File: src/rtl/db_prbschk_pkg.sv
// Shared definitions for the PRBS byte checker.
//   state_t      : checker FSM state encoding (also exported on the debug port)
//   DEF_*        : default PRBS-15 geometry (x^15 + x^14 + 1)
//   popcount8    : number of set bits in a byte (combinational)
package db_prbschk_pkg;

    typedef enum logic [1:0] {
        ST_LOSS  = 2'd0,
        ST_SEED  = 2'd1,
        ST_CHECK = 2'd2,
        ST_SYNC  = 2'd3
    } state_t;

    localparam int DEF_LEN     = 15;
    localparam int DEF_HIGHEXP = 14;
    localparam int DEF_LOWEXP  = 13;

    function automatic logic [3:0] popcount8(input logic [7:0] v);
        logic [3:0] n;
        n = '0;
        for (int i = 0; i < 8; i++) begin
            n = n + {3'b000, v[i]};
        end
        return n;
    endfunction

endpackage

File: src/rtl/db_prbschk_if.sv
// Byte stream / status bundle between a receiver front end and db_prbschk.
// Handshake: ivld qualifies idata for exactly the cycle it is high; there is
// no back-pressure, the checker accepts every byte presented with ivld=1.
// iclr is a single-cycle request independent of ivld.
//   ivld, idata[7:0], iclr        : driven by master
//   osync, oerr, oerrcnt[15:0]    : driven by slave (the checker)
//   ostate                        : checker FSM state, debug visibility
interface db_prbschk_if;
    import db_prbschk_pkg::*;

    logic        ivld;
    logic [7:0]  idata;
    logic        iclr;
    logic        osync;
    logic        oerr;
    logic [15:0] oerrcnt;
    state_t      ostate;

    modport master (output ivld, idata, iclr,
                    input  osync, oerr, oerrcnt, ostate);
    modport slave  (input  ivld, idata, iclr,
                    output osync, oerr, oerrcnt, ostate);
endinterface

File: src/rtl/db_prbschk_prbscal.sv
// db_prbscal: advances a Fibonacci PRBS register by 8 steps in one cycle.
// Each step shifts left and inserts state[HIGHEXP]^state[LOWEXP] at bit 0,
// so the byte produced has its oldest (first generated) bit at bit 7.
//   i_state[LEN-1:0] : current register
//   o_state[LEN-1:0] : register after 8 steps
//   o_byte[7:0]      : the 8 bits generated, i.e. o_state[7:0]
module db_prbscal #(
    parameter int LEN     = 15,
    parameter int HIGHEXP = 14,
    parameter int LOWEXP  = 13
) (
    input  logic [LEN-1:0] i_state,
    output logic [LEN-1:0] o_state,
    output logic [7:0]     o_byte
);

    logic [LEN-1:0] w_step;

    always_comb begin
        w_step = i_state;
        for (int i = 0; i < 8; i++) begin
            w_step = {w_step[LEN-2:0], w_step[HIGHEXP] ^ w_step[LOWEXP]};
        end
        o_state = w_step;
    end

    assign o_byte = o_state[7:0];

endmodule

File: src/rtl/db_prbschk.sv
// db_prbschk: byte-wide PRBS receiver checker.
// Acquires lock by seeding from two received bytes, confirms with SYNCN
// consecutive correct bytes, then free-runs its own generator (flywheel) and
// counts bit errors until LOSSN consecutive errored bytes drop lock.
//   clk, rst  : clock, synchronous active-high reset
//   bus.ivld / bus.idata / bus.iclr   : byte stream in, error counter clear
//   bus.osync : high while locked (registered)
//   bus.oerr  : one-cycle pulse per mismatched byte in CHECK or SYNC
//   bus.oerrcnt : saturating bit-error count accumulated while locked
//   bus.ostate  : current FSM state
module db_prbschk
    import db_prbschk_pkg::*;
#(
    parameter int LEN     = DEF_LEN,
    parameter int HIGHEXP = DEF_HIGHEXP,
    parameter int LOWEXP  = DEF_LOWEXP,
    parameter int SYNCN   = 8,
    parameter int LOSSN   = 4
) (
    input  logic         clk,
    input  logic         rst,
    db_prbschk_if.slave  bus
);

    state_t         r_state, w_state_nxt;
    logic [LEN-1:0] r_prbs, w_prbs_nxt;
    logic [7:0]     r_seed, w_seed_nxt;
    logic [3:0]     r_good, w_good_nxt;
    logic [3:0]     r_bad, w_bad_nxt;
    logic           r_osync;
    logic           r_oerr, w_err_nxt;
    logic [15:0]    r_errcnt;

    logic [LEN-1:0] w_adv_prbs;
    logic [7:0]     w_exp_byte;
    logic [7:0]     w_diff;
    logic           w_mism;
    logic [3:0]     w_pop;
    logic [LEN-1:0] w_seed_state;
    logic           w_sync_byte;
    logic [16:0]    w_sum;

    db_prbscal #(
        .LEN     (LEN),
        .HIGHEXP (HIGHEXP),
        .LOWEXP  (LOWEXP)
    ) u_cal (
        .i_state (r_prbs),
        .o_state (w_adv_prbs),
        .o_byte  (w_exp_byte)
    );

    assign w_diff = bus.idata ^ w_exp_byte;
    assign w_mism = |w_diff;
    assign w_pop  = popcount8(w_diff);
    // Seed-high supplies the upper bits; the top (16-LEN) bits are discarded.
    assign w_seed_state = LEN'({r_seed, bus.idata});

    always_comb begin
        w_state_nxt = r_state;
        w_prbs_nxt  = r_prbs;
        w_seed_nxt  = r_seed;
        w_good_nxt  = r_good;
        w_bad_nxt   = r_bad;
        w_err_nxt   = 1'b0;
        w_sync_byte = 1'b0;
        if (bus.ivld) begin
            case (r_state)
                ST_LOSS: begin
                    w_seed_nxt  = bus.idata;
                    w_state_nxt = ST_SEED;
                end
                ST_SEED: begin
                    // An all-zero register would lock onto a stuck-zero line.
                    if (w_seed_state == '0) begin
                        w_state_nxt = ST_LOSS;
                    end else begin
                        w_prbs_nxt  = w_seed_state;
                        w_good_nxt  = '0;
                        w_state_nxt = ST_CHECK;
                    end
                end
                ST_CHECK: begin
                    if (w_mism) begin
                        w_err_nxt   = 1'b1;
                        w_state_nxt = ST_LOSS;
                    end else begin
                        w_prbs_nxt = w_adv_prbs;
                        w_good_nxt = r_good + 4'd1;
                        if (r_good == 4'(SYNCN - 1)) begin
                            w_bad_nxt   = '0;
                            w_state_nxt = ST_SYNC;
                        end
                    end
                end
                ST_SYNC: begin
                    // Flywheel: the local generator advances regardless of errors.
                    w_prbs_nxt  = w_adv_prbs;
                    w_sync_byte = 1'b1;
                    if (w_mism) begin
                        w_err_nxt = 1'b1;
                        w_bad_nxt = r_bad + 4'd1;
                        if (r_bad == 4'(LOSSN - 1)) begin
                            w_state_nxt = ST_LOSS;
                        end
                    end else begin
                        w_bad_nxt = '0;
                    end
                end
                default: begin
                    w_state_nxt = ST_LOSS;
                end
            endcase
        end
    end

    assign w_sum = {1'b0, r_errcnt} + {13'd0, w_pop};

    always_ff @(posedge clk) begin
        if (rst) begin
            r_state  <= ST_LOSS;
            r_prbs   <= '0;
            r_seed   <= '0;
            r_good   <= '0;
            r_bad    <= '0;
            r_osync  <= 1'b0;
            r_oerr   <= 1'b0;
            r_errcnt <= '0;
        end else begin
            r_state <= w_state_nxt;
            r_prbs  <= w_prbs_nxt;
            r_seed  <= w_seed_nxt;
            r_good  <= w_good_nxt;
            r_bad   <= w_bad_nxt;
            r_osync <= (w_state_nxt == ST_SYNC);
            r_oerr  <= w_err_nxt;
            // A clear coinciding with a locked byte keeps that byte's errors.
            if (bus.iclr) begin
                r_errcnt <= w_sync_byte ? {12'd0, w_pop} : 16'd0;
            end else if (w_sync_byte) begin
                r_errcnt <= w_sum[16] ? 16'hFFFF : w_sum[15:0];
            end
        end
    end

    assign bus.osync   = r_osync;
    assign bus.oerr    = r_oerr;
    assign bus.oerrcnt = r_errcnt;
    assign bus.ostate  = r_state;

endmodule

File: src/flat_wrapper.sv
// flat-port wrapper written by rule: the top's interface ports become plain ports
module db_prbschk_flat import db_prbschk_pkg::*;
#(
    parameter int LEN     = DEF_LEN,
    parameter int HIGHEXP = DEF_HIGHEXP,
    parameter int LOWEXP  = DEF_LOWEXP,
    parameter int SYNCN   = 8,
    parameter int LOSSN   = 4
)
  (clk, rst, bus_ivld, bus_idata, bus_iclr, bus_osync, bus_oerr, bus_oerrcnt, bus_ostate);
  db_prbschk_if bus_i ();
  input  logic clk;
  input  logic rst;
  input wire logic [$bits(bus_i.ivld)-1:0] bus_ivld;
  input wire logic [$bits(bus_i.idata)-1:0] bus_idata;
  input wire logic [$bits(bus_i.iclr)-1:0] bus_iclr;
  output wire logic [$bits(bus_i.osync)-1:0] bus_osync;
  output wire logic [$bits(bus_i.oerr)-1:0] bus_oerr;
  output wire logic [$bits(bus_i.oerrcnt)-1:0] bus_oerrcnt;
  output wire logic [$bits(bus_i.ostate)-1:0] bus_ostate;
  assign bus_i.ivld = bus_ivld;
  assign bus_i.idata = bus_idata;
  assign bus_i.iclr = bus_iclr;
  assign bus_osync = bus_i.osync;
  assign bus_oerr = bus_i.oerr;
  assign bus_oerrcnt = bus_i.oerrcnt;
  assign bus_ostate = bus_i.ostate;
  db_prbschk #(.LEN(LEN), .HIGHEXP(HIGHEXP), .LOWEXP(LOWEXP), .SYNCN(SYNCN), .LOSSN(LOSSN)) u_core (.clk(clk), .rst(rst), .bus(bus_i));
endmodule
File: config.mk
export PLATFORM = sky130hd
export DESIGN_NAME = db_prbschk_flat
export DESIGN_NICKNAME = d
export VERILOG_FILES = /design/src/rtl/db_prbschk_pkg.sv /design/src/rtl/db_prbschk_if.sv /design/src/rtl/db_prbschk_prbscal.sv /design/src/rtl/db_prbschk.sv /design/src/flat_wrapper.sv
export SDC_FILE = /design/constraint.sdc
export NUM_CORES = 1
export LEC_CHECK = 0
export CORE_ASPECT_RATIO = 2
export CORE_MARGIN = 5
export CORE_UTILIZATION = 55
export CTS_CLUSTER_SIZE = 30
export DETAILED_ROUTE_END_ITERATION = 7
export PLACE_DENSITY = 0.78
export SLEW_MARGIN = 0
export SYNTH_ARGS = -nofsm -noshare
export SYNTH_HDL_FRONTEND = slang
export SYNTH_HIERARCHICAL = 1
export SYNTH_SLANG_ARGS = --single-unit
File: constraint.sdc
create_clock -name clk -period 7.8 [get_ports clk]
set_input_delay 1.56 -clock clk [delete_from_list [all_inputs] [get_ports clk]]
set_output_delay 1.56 -clock clk [all_outputs]
set_load 0.005 [all_outputs]
==> run_summary.xml <==
<?xml version="1.0" encoding="UTF-8"?>
<metrics>
  <group name="run_status">
    <metric name="run_status" unit="">complete, no violations</metric>
  </group>
  <group name="hold_path">
    <metric name="min_to" unit="">u_core/bus.oerrcnt[2]</metric>
    <metric name="hold_path_depth" unit="">2</metric>
    <metric name="worstHoldStart" unit="">u_core/bus.oerrcnt[2]</metric>
    <metric name="min-delay-path-class" unit="">reg2reg</metric>
  </group>
  <group name="grt">
    <metric name="via_count_of_the_first_global_routing_pass" unit="">2557</metric>
    <metric name="grt_antenna_before_repair" unit="">0</metric>
    <metric name="gr-usage-all-layers" unit="">0.2020</metric>
    <metric name="total_global_routing_overflow" unit="">0</metric>
    <metric name="pin_count_of_the_biggest_net_entering_global_routing" unit="">36</metric>
    <metric name="grt_first_pass_wirelength" unit="µm">11820</metric>
  </group>
  <group name="finish">
    <metric name="fillerInstances" unit="">473</metric>
    <metric name="insertedDiodeCount" unit="">0</metric>
    <metric name="area_growth_from_synthesis_to_layout" unit="%">9.518</metric>
    <metric name="area_of_the_multi_input_gates" unit="µm²">1790</metric>
    <metric name="sequential_cell_area" unit="µm²">1001</metric>
    <metric name="layoutNonFillerInstCount" unit="">412</metric>
    <metric name="final_layout_size_suffix_gt1_frac" unit="">0.07102</metric>
    <metric name="finish.net_count" unit="">378</metric>
  </group>
  <group name="clock_tree">
    <metric name="clock_sinks" unit="">50</metric>
    <metric name="level_count_of_the_clock_h_tree" unit="">2</metric>
    <metric name="tritoncts" unit="">built</metric>
    <metric name="cts_max_path_buffers" unit="">2</metric>
    <metric name="postCtsSetupRepairBufs" unit="">0</metric>
    <metric name="cts_resized" unit="">0</metric>
    <metric name="cts_root_buf" unit="">sky130_fd_sc_hd__clkbuf_8</metric>
    <metric name="postCtsHoldBufs" unit="">0</metric>
    <metric name="cts_made_buffers" unit="">5</metric>
    <metric name="clk_pin_slew" unit="ns">0.09</metric>
    <metric name="clock_insertion_delay_at_the_later_pin_of_the_skew_report" unit="ns">0.32</metric>
  </group>
  <group name="floorplan">
    <metric name="pin_count" unit="">32</metric>
    <metric name="rows" unit="">38</metric>
    <metric name="die-area" unit="µm²">7307</metric>
    <metric name="die_x" unit="µm">63.00</metric>
    <metric name="floorplan.core_area" unit="µm²">5468</metric>
    <metric name="initial_utilization" unit="">0.5650</metric>
    <metric name="die_y" unit="µm">116.0</metric>
  </group>
  <group name="timing">
    <metric name="final_hold_violating_endpoints" unit="">0</metric>
    <metric name="timing.final.setup_violations" unit="">0</metric>
    <metric name="finalCritPeriodShare" unit="">0.8191</metric>
    <metric name="timing_worst_slew_pin_value" unit="ns">1.202</metric>
    <metric name="clock_skew" unit="ns">0.006659</metric>
    <metric name="final_max_slew_viol_count" unit="">0</metric>
    <metric name="layout_setup_ws" unit="ns">1.411</metric>
    <metric name="min_hold_slack" unit="ns">0.5014</metric>
    <metric name="max_clock_freq" unit="GHz">0.1565</metric>
    <metric name="timing.max_slew.rel_slack" unit="">0.1984</metric>
    <metric name="rsz_0062_raised_after_global_routing" unit="">false</metric>
    <metric name="fin_tns_setup" unit="ns">0</metric>
    <metric name="fin_crit" unit="ns">6.389</metric>
  </group>
  <group name="synth">
    <metric name="post-synth-top-area-fraction" unit="">0.3240</metric>
    <metric name="synth_seq_cells" unit="">50</metric>
    <metric name="post_synth_most_frequent_cells" unit="">sky130_fd_sc_hd__dfxtp_1, sky130_fd_sc_hd__a21oi_1, sky130_fd_sc_hd__mux2i_1</metric>
    <metric name="synth_area_per_cell" unit="µm²">8.928</metric>
    <metric name="synth_cells" unit="">346</metric>
    <metric name="ys.warnings.count" unit="">6</metric>
    <metric name="ys_seq_area_frac" unit="">0.3240</metric>
    <metric name="top_cell_type_by_total_area_after_synthesis" unit="">sky130_fd_sc_hd__dfxtp_1</metric>
    <metric name="synth.area.top_cells" unit="">sky130_fd_sc_hd__dfxtp_1, sky130_fd_sc_hd__mux2i_1, sky130_fd_sc_hd__a311oi_1, sky130_fd_sc_hd__a21oi_1, sky130_fd_sc_hd__ha_1</metric>
    <metric name="synth_edf_count" unit="">0</metric>
    <metric name="synth_async_sr_flop_share" unit="">0</metric>
    <metric name="synth_most_common_cell" unit="">sky130_fd_sc_hd__dfxtp_1</metric>
    <metric name="yosys_most_used_dff" unit="">sky130_fd_sc_hd__dfxtp_1</metric>
    <metric name="post_synth_num_cell_types" unit="">53</metric>
    <metric name="post_synthesis_instance_area" unit="µm²">3089</metric>
    <metric name="syn_nets" unit="">373</metric>
  </group>
  <group name="route">
    <metric name="drt-wirelength-per-cell" unit="µm">17.25</metric>
    <metric name="detail-route-antenna-nets" unit="">0</metric>
    <metric name="drt_first_iter_violations" unit="">169</metric>
    <metric name="post_drt_via_cell_ratio" unit="">6.286</metric>
    <metric name="route.final.wire_length" unit="µm">7107</metric>
    <metric name="drt_pass1_iterations" unit="">4</metric>
    <metric name="drt_drc_violations_left" unit="">0</metric>
    <metric name="route.vias.total" unit="">2590</metric>
  </group>
  <group name="worst_setup_path">
    <metric name="worst_ep_arrival_time" unit="ns">6.66</metric>
    <metric name="r2r_start" unit="">u_core/r_prbs[10]</metric>
    <metric name="critical_path.startpoint_type" unit="">input port</metric>
    <metric name="worst_r2r_path_depth" unit="">18</metric>
    <metric name="required" unit="ns">8.07</metric>
    <metric name="r2r_slack" unit="ns">2.55</metric>
    <metric name="worstPathMaxFanout" unit="">13</metric>
    <metric name="criticalPathCategory" unit="">in2reg</metric>
    <metric name="timing.rr.end" unit="">u_core/bus.oerrcnt[7]</metric>
    <metric name="timing.critical_path.to_type" unit="">flip-flop</metric>
  </group>
  <group name="placement">
    <metric name="pre_cts_slack" unit="ns">1.107</metric>
    <metric name="placement.io_buffers" unit="">31</metric>
    <metric name="hpwl" unit="µm">5333</metric>
    <metric name="placedCellCount" unit="">404</metric>
    <metric name="place.gp.congestion" unit="">0.9166</metric>
  </group>
  <group name="power">
    <metric name="power.leakage" unit="nW">1.267</metric>
    <metric name="power_dens_cells" unit="nW/µm²">203.5</metric>
    <metric name="vdd.ir_drop.worst" unit="mV">0.2557</metric>
  </group>
  <group name="job">
    <metric name="cap_viol_max_count" unit="">0</metric>
  </group>
</metrics>
[cell type report]
class                           instances  share of cell area
Inverter                               22             0.02441
Tap cell                               60             0.02219
Clock inverter                          3             0.01183
Multi-Input combinational cell        239              0.5292
Sequential cell                        50              0.2959
Timing Repair Buffer                   33             0.09615
Clock buffer                            5             0.02034
[routing by layer]
metal | up-vias | routed length, µm | global-route usage
met5 | - | 0 | 0
met4 | 0 | 298 | 0.1246
met3 | 21 | 294 | 0.04074
met2 | 69 | 3890 | 0.3831
met1 | 1231 | 2624 | 0.1932
li1 | 1269 | - | -
[stage by stage]
| stage | area [µm²] | utilization | total power [mW] |
|---|---|---|---|
| finish | 3383 | 0.6188 | 0.6886 |
| global route | 3383 | 0.6188 | 0.7316 |
| CTS | 3383 | 0.6188 | 0.6957 |
| detailed placement | 3274 | 0.5989 | 0.5093 |
| global placement | 3274 | 0.5989 | 0.4945 |
| floorplan | 3089 | - | 0.4613 |
[report_power, final]
group          internal [mW]  leakage (nW)  switching, mW
logic                 0.0956         0.804          0.135
clock network         0.0945        0.0579         0.0907
registers              0.264         0.406        0.00872
total                  0.454          1.27          0.234
[logic make-up after synthesis]
kind of cell / synth area share
and+or+nand+nor: 0.1640
AOI/OAI and AO/OA: 0.2074
buffers and inverters: 0.09639
DFF: 0.3240
muxes: 0.08141
xor gates and xnor gates: 0.05387
adders and majority gates: 0.07291
[state kept, by name, summed over array words and instances (netlist names)]
signal              cells
u_core/bus.osync        1
u_core/bus.oerrcnt     16
u_core/r_prbs          15
u_core/r_bad            4
u_core/bus.ostate       2
u_core/r_good           4
u_core/bus.oerr         1
u_core/r_seed           7
[critical path, stage by stage]
cell                              delay [ns]
sky130_fd_sc_hd__clkdlybuf4s50_1        0.55
sky130_fd_sc_hd__xor2_1                 0.26
sky130_fd_sc_hd__inv_1                  0.09
sky130_fd_sc_hd__fa_1                   0.49
sky130_fd_sc_hd__inv_1                  0.06
sky130_fd_sc_hd__fa_1                   0.53
sky130_fd_sc_hd__inv_1                  0.06
sky130_fd_sc_hd__fa_1                   0.54
sky130_fd_sc_hd__inv_1                  0.04
sky130_fd_sc_hd__ha_1                   0.20
sky130_fd_sc_hd__inv_1                  0.07
sky130_fd_sc_hd__fa_1                   0.46
sky130_fd_sc_hd__fa_1                   0.45
sky130_fd_sc_hd__nand2b_1               0.18
sky130_fd_sc_hd__a21o_1                 0.24
sky130_fd_sc_hd__or3_4                  0.48
sky130_fd_sc_hd__nand2_1                0.21
sky130_fd_sc_hd__o221a_2                0.21
[layout by cell type (no fill, tap or decap), drive strengths merged, types with 6 or more instances in the layout]
| cell type | n |
|---|---|
| a21oi | 26 |
| clkdlybuf4s50 | 31 |
| inv | 22 |
| nor2 | 20 |
| dfxtp | 50 |
| o21ai | 7 |
| xor2 | 13 |
| nor4 | 7 |
| ha | 10 |
| nor3 | 9 |
| nand4 | 6 |
| nand3 | 11 |
| xnor2 | 6 |
| and3 | 9 |
| a311oi | 18 |
| nand2 | 13 |
| mux2i | 24 |
[worst max-delay path by stage]
stage               cells after the start         start                      to  slack (ns)
floorplan                              18  bus_idata[3]   u_core/bus.oerrcnt[2]        1.89
global placement                       19  bus_idata[3]  u_core/bus.oerrcnt[11]        1.28
detailed placement                     18  bus_idata[3]   u_core/bus.oerrcnt[7]        1.11
CTS                                    18  bus_idata[3]   u_core/bus.oerrcnt[4]        1.43
global route                           19  bus_idata[3]  u_core/bus.oerrcnt[11]        1.16
finish                                 18  bus_idata[3]   u_core/bus.oerrcnt[7]        1.41
No activity file was read; power rests on OpenSTA's default activity.
